File: config.mk
export PLATFORM = sky130hd
export DESIGN_NAME = imem_port_arbiter
export DESIGN_NICKNAME = d
export VERILOG_FILES = /design/src/rtl/imem_port_arbiter.sv
export SDC_FILE = /design/constraint.sdc
export NUM_CORES = 1
export LEC_CHECK = 0
export BUFFER_PORTS_ARGS = -buffer_cell sky130_fd_sc_hd__buf_2
export CORE_UTILIZATION = 39
export CTS_CLUSTER_DIAMETER = 120
export DETAILED_ROUTE_END_ITERATION = 16
export HOLD_SLACK_MARGIN = 0.12
export PLACE_DENSITY_LB_ADDON = 0.08
export SLEW_MARGIN = 20
export SYNTH_ARGS = -nofsm -noshare
export SYNTH_HDL_FRONTEND = slang
export SYNTH_SLANG_ARGS = --single-unit
File: constraint.sdc
create_clock -name clk -period 3.5 [get_ports clk]
set_clock_uncertainty 0.1 [all_clocks]
set_input_delay 0.35 -clock clk [delete_from_list [all_inputs] [get_ports clk]]
set_output_delay 0.35 -clock clk [all_outputs]
set_load 0.02 [all_outputs]
File: src/rtl/imem_port_arbiter.sv
// Two-port front end for the asynchronous instruction ROM: fetch/debug arbitration
// with a debug anti-starvation counter, byte-to-word address decode, range checking and registered responses.
module imem_port_arbiter #(
   parameter logic [31:0] BASE_ADDR    = 32'h00400000,
   parameter int          DEPTH_LOG2   = 13,
   parameter int          STARVE_LIMIT = 4
) (
   input  logic                  clk,
   input  logic                  rst,
   input  logic                  f_req,
   input  logic [31:0]           f_addr,
   output logic                  f_gnt,
   output logic                  f_rvalid,
   output logic [31:0]           f_rdata,
   output logic                  f_err,
   input  logic                  d_req,
   input  logic [31:0]           d_addr,
   output logic                  d_gnt,
   output logic                  d_rvalid,
   output logic [31:0]           d_rdata,
   output logic                  d_err,
   output logic [DEPTH_LOG2-1:0] mem_a,
   input  logic [31:0]           mem_spo
);

   localparam logic [3:0] STARVE_MAX = 4'(STARVE_LIMIT);

   logic [3:0]  starve_q, starve_d;
   logic        f_gnt_s, d_gnt_s;
   logic [31:0] sel_addr_s;
   logic [29:0] word_off_s;
   logic        err_s;
   logic [31:0] rdata_s;

   logic        f_rvalid_q, f_rvalid_d;
   logic [31:0] f_rdata_q, f_rdata_d;
   logic        f_err_q, f_err_d;
   logic        d_rvalid_q, d_rvalid_d;
   logic [31:0] d_rdata_q, d_rdata_d;
   logic        d_err_q, d_err_d;

   // Fixed priority to fetch, except when debug has lost STARVE_LIMIT times in a row.
   always_comb begin
      f_gnt_s = 1'b0;
      d_gnt_s = 1'b0;
      if (rst) begin
         f_gnt_s = 1'b0;
         d_gnt_s = 1'b0;
      end else if (d_req && (!f_req || (starve_q == STARVE_MAX))) begin
         d_gnt_s = 1'b1;
      end else if (f_req) begin
         f_gnt_s = 1'b1;
      end else begin
         f_gnt_s = 1'b0;
         d_gnt_s = 1'b0;
      end
   end

   // Word offset uses the high address bits only; misalignment is flagged separately.
   always_comb begin
      sel_addr_s = d_gnt_s ? d_addr : f_addr;
      word_off_s = sel_addr_s[31:2] - BASE_ADDR[31:2];
      err_s      = (sel_addr_s < BASE_ADDR) || (sel_addr_s[1:0] != 2'b00) ||
                   (word_off_s[29:DEPTH_LOG2] != '0);
      rdata_s    = err_s ? 32'd0 : mem_spo;
      if (f_gnt_s || d_gnt_s) begin
         mem_a = word_off_s[DEPTH_LOG2-1:0];
      end else begin
         mem_a = {DEPTH_LOG2{1'b0}};
      end
   end

   // Starvation counter and response register next-state.
   always_comb begin
      starve_d   = starve_q;
      f_rvalid_d = f_gnt_s;
      d_rvalid_d = d_gnt_s;
      f_rdata_d  = f_rdata_q;
      f_err_d    = f_err_q;
      d_rdata_d  = d_rdata_q;
      d_err_d    = d_err_q;
      if (!d_req || d_gnt_s) begin
         starve_d = 4'd0;
      end else if (starve_q < STARVE_MAX) begin
         starve_d = starve_q + 4'd1;
      end else begin
         starve_d = starve_q;
      end
      if (f_gnt_s) begin
         f_rdata_d = rdata_s;
         f_err_d   = err_s;
      end else if (d_gnt_s) begin
         d_rdata_d = rdata_s;
         d_err_d   = err_s;
      end else begin
         f_rdata_d = f_rdata_q;
         d_rdata_d = d_rdata_q;
      end
   end

   // State registers; reset also drops any response in flight.
   always_ff @(posedge clk or posedge rst) begin
      if (rst) begin
         starve_q   <= 4'd0;
         f_rvalid_q <= 1'b0;
         f_rdata_q  <= 32'd0;
         f_err_q    <= 1'b0;
         d_rvalid_q <= 1'b0;
         d_rdata_q  <= 32'd0;
         d_err_q    <= 1'b0;
      end else begin
         starve_q   <= starve_d;
         f_rvalid_q <= f_rvalid_d;
         f_rdata_q  <= f_rdata_d;
         f_err_q    <= f_err_d;
         d_rvalid_q <= d_rvalid_d;
         d_rdata_q  <= d_rdata_d;
         d_err_q    <= d_err_d;
      end
   end

   assign f_gnt    = f_gnt_s;
   assign d_gnt    = d_gnt_s;
   assign f_rvalid = f_rvalid_q;
   assign f_rdata  = f_rdata_q;
   assign f_err    = f_err_q;
   assign d_rvalid = d_rvalid_q;
   assign d_rdata  = d_rdata_q;
   assign d_err    = d_err_q;

endmodule

* Yosys cells after proc, flatten, opt, wreduce, memory -nomap -nowiden
Index checks and enable logic that the tools add are counted.
** Operators by class
- Eq/ne operators :: 1
- Bitwise logic cells :: 1
- Add/sub/neg operators :: 2
- Magnitude comparators :: 2
- Mux-type cells :: 10
- Reduce and logical (&&, ||, !) cells :: 12
** Operators by type and width (number)
- $mux W32 :: 2
- $lt A32 B23 Y1 const B :: 1
- $sub A30 B21 Y30 const B :: 1
- $reduce_bool A17 Y1 :: 1
- $mux W13 :: 1
- $mux W4 :: 2
- $logic_or A1 B1 Y1 :: 5
- $mux W1 :: 5
- $add A4 B1 Y4 const B :: 1
- $eq A4 B3 Y1 const B :: 1
- $lt A4 B3 Y1 const B :: 1
- $reduce_bool A2 Y1 :: 2
- $logic_not A1 Y1 :: 2
- $reduce_and A2 Y1 :: 1
- $logic_and A1 B1 Y1 :: 1
- $not A1 Y1 :: 1
** Word-level totals
- Bits in registers :: 72
- Input bits :: 100
- Logic and storage cells :: 35

* Depth between registers and ports, before layout
- Depth after elaboration :: 10
- Gate-level depth with buffers :: 14
- Gate-level depth less buffers :: 11

* Least setup slack after synthesis
No wires, ideal clock.
- Path type :: in2out
- Start :: input rst
- End :: output mem_a[10]
- Stages on the path :: 5
- Slack :: -0.266 ns
- Required time :: 3.050 ns
- Arrival :: 3.316 ns
- Cells stage by stage :: inv_1 -> nand3_1 -> inv_1 -> buf_1 -> a22o_1
** On the way
- Elaborated cells between the ends (all ways) :: 6
- Those cells by class :: add/sub (1); mux (4); reduce/logical (1)
** RTL lines
- start: declaration :: RTL line 9 : input logic rst,
- $mux W1 :: RTL line 46 : if (rst) begin
- net f_gnt :: RTL line 12 : output logic f_gnt,
- $logic_or A1 B1 Y1 :: RTL line 66 : if (f_gnt_s || d_gnt_s) begin
- $mux W13 :: RTL line 66
- end: declaration :: RTL line 22 : output logic [DEPTH_LOG2-1:0] mem_a,
The timed path passes the listed nets, and every way through them passes these cells.

* Worst setup path in the final report
- Start :: register starve_q[0]
- End :: register d_rdata_q[13] (netlist: d_rdata[13])
** On the way
- Cells in the longest elaborated chain, start to end :: 10
- Elaborated cells between the ends (all ways) :: 17
- Those cells by class :: add/sub (1); order compare (1); eq/ne (1); mux (6); bitwise (1); reduce/logical (7)
** Ends and longest elaborated chain
- start: declaration :: RTL line 28 : logic [3:0] starve_q, starve_d;
- start signal: assignment :: RTL line 112 : starve_q <= starve_d;
- $eq A4 B3 Y1 (*) :: RTL line 49 : end else if (d_req && (!f_req || (starve_q == STARVE_MAX))) begin
- $logic_or A1 B1 Y1 (*) :: RTL line 49
- $logic_and A1 B1 Y1 (*) :: RTL line 49
- $mux W1 :: RTL line 49
- $mux W1 :: RTL line 46
- $mux W32 :: RTL line 61 : sel_addr_s = d_gnt_s ? d_addr : f_addr;
- $sub A30 B21 Y30 (tied with other cells) :: RTL line 62 : word_off_s = sel_addr_s[31:2] - BASE_ADDR[31:2];
- $reduce_bool A17 Y1 / $logic_or A1 B1 Y1 (equally long branches) :: RTL line 64, 63
- $logic_or A1 B1 Y1 :: RTL line 63 : err_s = (sel_addr_s < BASE_ADDR) || (sel_addr_s[1:0] != 2'b00) ||
- $mux W32 :: RTL line 65 : rdata_s = err_s ? 32'd0 : mem_spo;
- end signal: assignment :: RTL line 117 : d_rdata_q <= d_rdata_d;
- end: declaration :: RTL line 39 : logic [31:0] d_rdata_q, d_rdata_d;
Mark *: on every way between the ends. The rest lies on a longest branch, timed or not.
A chain may end at the register's enable or synchronous reset.

==> impl_metrics.env <==
export IMPL_hold_violations=0
export IMPL_cts_setup_buffers=0
export IMPL_yosysUniqueCellTypes=36
export IMPL_grt_pass1_wl_mm=14.01
export IMPL_synth_nets=335
export IMPL_status="finished clean"
export IMPL_vias_per_cell=5.333
export IMPL_yosys_warnings=0
export IMPL_grt_pass1_vias=2804
export IMPL_coreArea_mm2=0.007408
export IMPL_yosys_area_share_simple_pct=7.472
export IMPL_synth_area_leader_cell="dfrtp_1"
export IMPL_finalCriticalPeriod_ns=3.184
export IMPL_synth_top_family_by_area="compound AO/OA/AOI/OAI gates"
export IMPL_synthCells=232
export IMPL_synthMuxAreaShare_pct=0.9800
export IMPL_grt_usage_pct=21.66
export IMPL_wl_mm=8.516
export IMPL_io_buffers=182
export IMPL_antenna_left=0
export IMPL_power_frac_seq_pct=46.0
export IMPL_clock_latency_ns=0.34
export IMPL_mappedNetlistArea_mm2=0.003064
export IMPL_vias=2848
export IMPL_synthAdderAreaFrac_pct=1.919
export IMPL_synthFlopType="dfrtp_1"
export IMPL_leakage_nw=2.446
export IMPL_drtPass1Iterations=4
export IMPL_area_growth_syn_to_layout_pct=46.22
export IMPL_cts_buffer_depth=2
export IMPL_drive_above_1_share_pct=48.74
export IMPL_htree_levels=3
export IMPL_netlist_area_leader_share_pct=58.80
export IMPL_grt_max_degree=73
export IMPL_crit_arrival_ns=3.36
export IMPL_final_nets=533
export IMPL_pwr_share_comb_pct=10.5
export IMPL_dp_hpwl_mm=5.937
export IMPL_clock_root_buffer="clkbuf_8"
export IMPL_synth_commonest_cells="dfrtp_1, a22o_1, a32o_1"
export IMPL_timing_final_crit_share_pct=90.96
export IMPL_top_layer="met4"
export IMPL_tightest_slew_ns=0.8934
export IMPL_power_internal_mw=1.416
export IMPL_clk_pin_slew_ns=0.08
export IMPL_crit_fanout=21
export IMPL_worst_setup_path_start_kind="register"
export IMPL_cts_buffers_inserted=9
export IMPL_power_density_mw_per_mm2=407.6
export IMPL_grt_remaining_overflow=0
export IMPL_antenna_found_initial=0
export IMPL_power_switching_share_pct=22.49
export IMPL_cts_sinks=72
export IMPL_dieArea_mm2=0.008216
export IMPL_max_cap_viol_count=0
export IMPL_initial_core_util_pct=41.36
export IMPL_synth_most_common_cell="dfrtp_1"
export IMPL_async_flop_share_pct=100.0
export IMPL_io_pins=183
export IMPL_antenna_cells=0
export IMPL_synth_compound_area_share_pct=25.81
export IMPL_relSlewSlack_pct=40.44
export IMPL_final_setup_tns_ns=0
export IMPL_max_freq_ghz=0.3141
export IMPL_ir_drop_v=0.0002890
export IMPL_crit_required_ns=3.68
export IMPL_clockPowerShare_pct=43.5
export IMPL_ys_top_cells_by_area="dfrtp_1, a22o_1, a32o_1"
export IMPL_rows=31
export IMPL_syn_avg_cell_area_um2=13.21
export IMPL_post_drt_wl_per_cell_um=15.95
export IMPL_min_path_type="input pin to register"
export IMPL_critical_path_class="register to register"
export IMPL_setup_violations_final=0
export IMPL_dieHeight_um=90.64
export IMPL_drv_slew=0
export IMPL_dr_wl_met3_um=625
export IMPL_synth_edf_count=0
export IMPL_drc=0
export IMPL_rsz0062_at_grt="no"
export IMPL_yosys_register_bits=72
export IMPL_wl_met2_mm=4.137
export IMPL_total_power_mw=1.826
export IMPL_synth_xor_area_share_pct=0.8575
export IMPL_routedLengthMet1_mm=3.694
export IMPL_finalWeightedCongestion=0.7533
export IMPL_ys_seq_area_share_pct=58.80
export IMPL_drtIter0Drc=162
export IMPL_die_x_um=90.64
export IMPL_endpoint_kind="register"
export IMPL_cts_tree="done"
export IMPL_p_switching_uw=410.8
## worst max-delay path, cell delays in order (launching register included)
cell	delay, ns
dfrtp_1	0.39
inv_1	0.06
ha_1	0.20
and3b_1	0.20
o21ai_4	0.21
mux2i_1	0.22
ha_1	0.30
a21boi_0	0.13
or4b_4	0.57
nor4b_4	0.33
buf_6	0.24
a22o_1	0.15
## cells in the final DEF, fill, tap and decap left out, types with 5 or more instances in the layout
cell type / netlist / final
buf_2: 0 / 182
buf_4: 3 / 7
dfrtp_1: 72 / 72
a22o_1: 45 / 45
a32o_1: 32 / 32
nor4_1: 6 / 6
inv_1: 6 / 5
dlygate4sd3_1: 0 / 14
clkbuf_8: 0 / 10
nor2_1: 11 / 11
## logic make-up after synthesis
| kind of cell | after synthesis |
|---|---|
| flip-flops | 72 |
| AO/OA/AOI/OAI | 88 |
| adder cells (fa/ha/maj) | 5 |
| buffers and inverters | 25 |
| AND/OR/NAND/NOR | 36 |
| XOR/XNOR | 3 |
| multiplexers | 3 |
## per-layer routing
layer / track usage (%) / vias up
li1: - / 1322
met1: 26.24 / 1414
met2: 36.87 / 105
met3: 7.407 / 7
met4: 5.376 / 0
met5: 0 / -
## flip-flops by register name (all words and copies together), names as in the netlist
signal,count
d_err,1
d_rdata,32
d_rvalid,1
f_err,1
f_rdata,32
f_rvalid,1
starve_q,4
## timing repair
action | in CTS | in global routing
endpoints found under the setup margin | 0 | 8
hold endpoints to repair | 14 | 0
gates resized for setup | 0 | 2
hold buffers | 14 | 0
## power by group through the flow
stage | Sequential, mW | Clock [mW] | Combinational [mW]
finish | 0.840 | 0.795 | 0.191
detailed placement | 0.856 | 0 | 0.181
floorplan | 0.857 | 0 | 0.0835
CTS | 0.840 | 0.818 | 0.194
global route | 0.841 | 0.850 | 0.212
global placement | 0.856 | 0 | 0.179
## through the flow
step	cell area (um^2)	instances	hold WS, ns	utilization [%]	setup slack (ns)
final	4481	534	0.1398	60.48	0.3162
after global routing	4481	534	0.1210	60.48	0.04711
after CTS	4473	534	0.1219	60.38	0.2286
after detailed placement	4088	504	0.3750	55.18	0.2756
after global placement	4088	504	0.3721	55.18	0.3731
after floorplan	3070	232	0.3826	-	0.09524
## area by class of cell
type	instances	area, um^2
clock inverters	5	103.9
clock buffers	11	141.4
flip-flops and latches	72	1802
fillers	634	2928
multi-input cells	135	1154
repair buffers	205	1126
well taps	99	123.9
inverters	7	30.03
## worst paths after layout
kind	from	end	slack, ns	depth (start not counted)
max	starve_q[0]	d_rdata[13]	0.32	11
min	mem_spo[12]	d_rdata[12]	0.14	2
max reg2reg	starve_q[0]	d_rdata[13]	0.32	11
min reg2reg	f_rdata[14]	f_rdata[14]	0.39	1
max in group asynchronous	rst	d_rvalid	2.50	3
min in group asynchronous	rst	starve_q[1]	0.19	3
(Power assumes the default switching activity.)
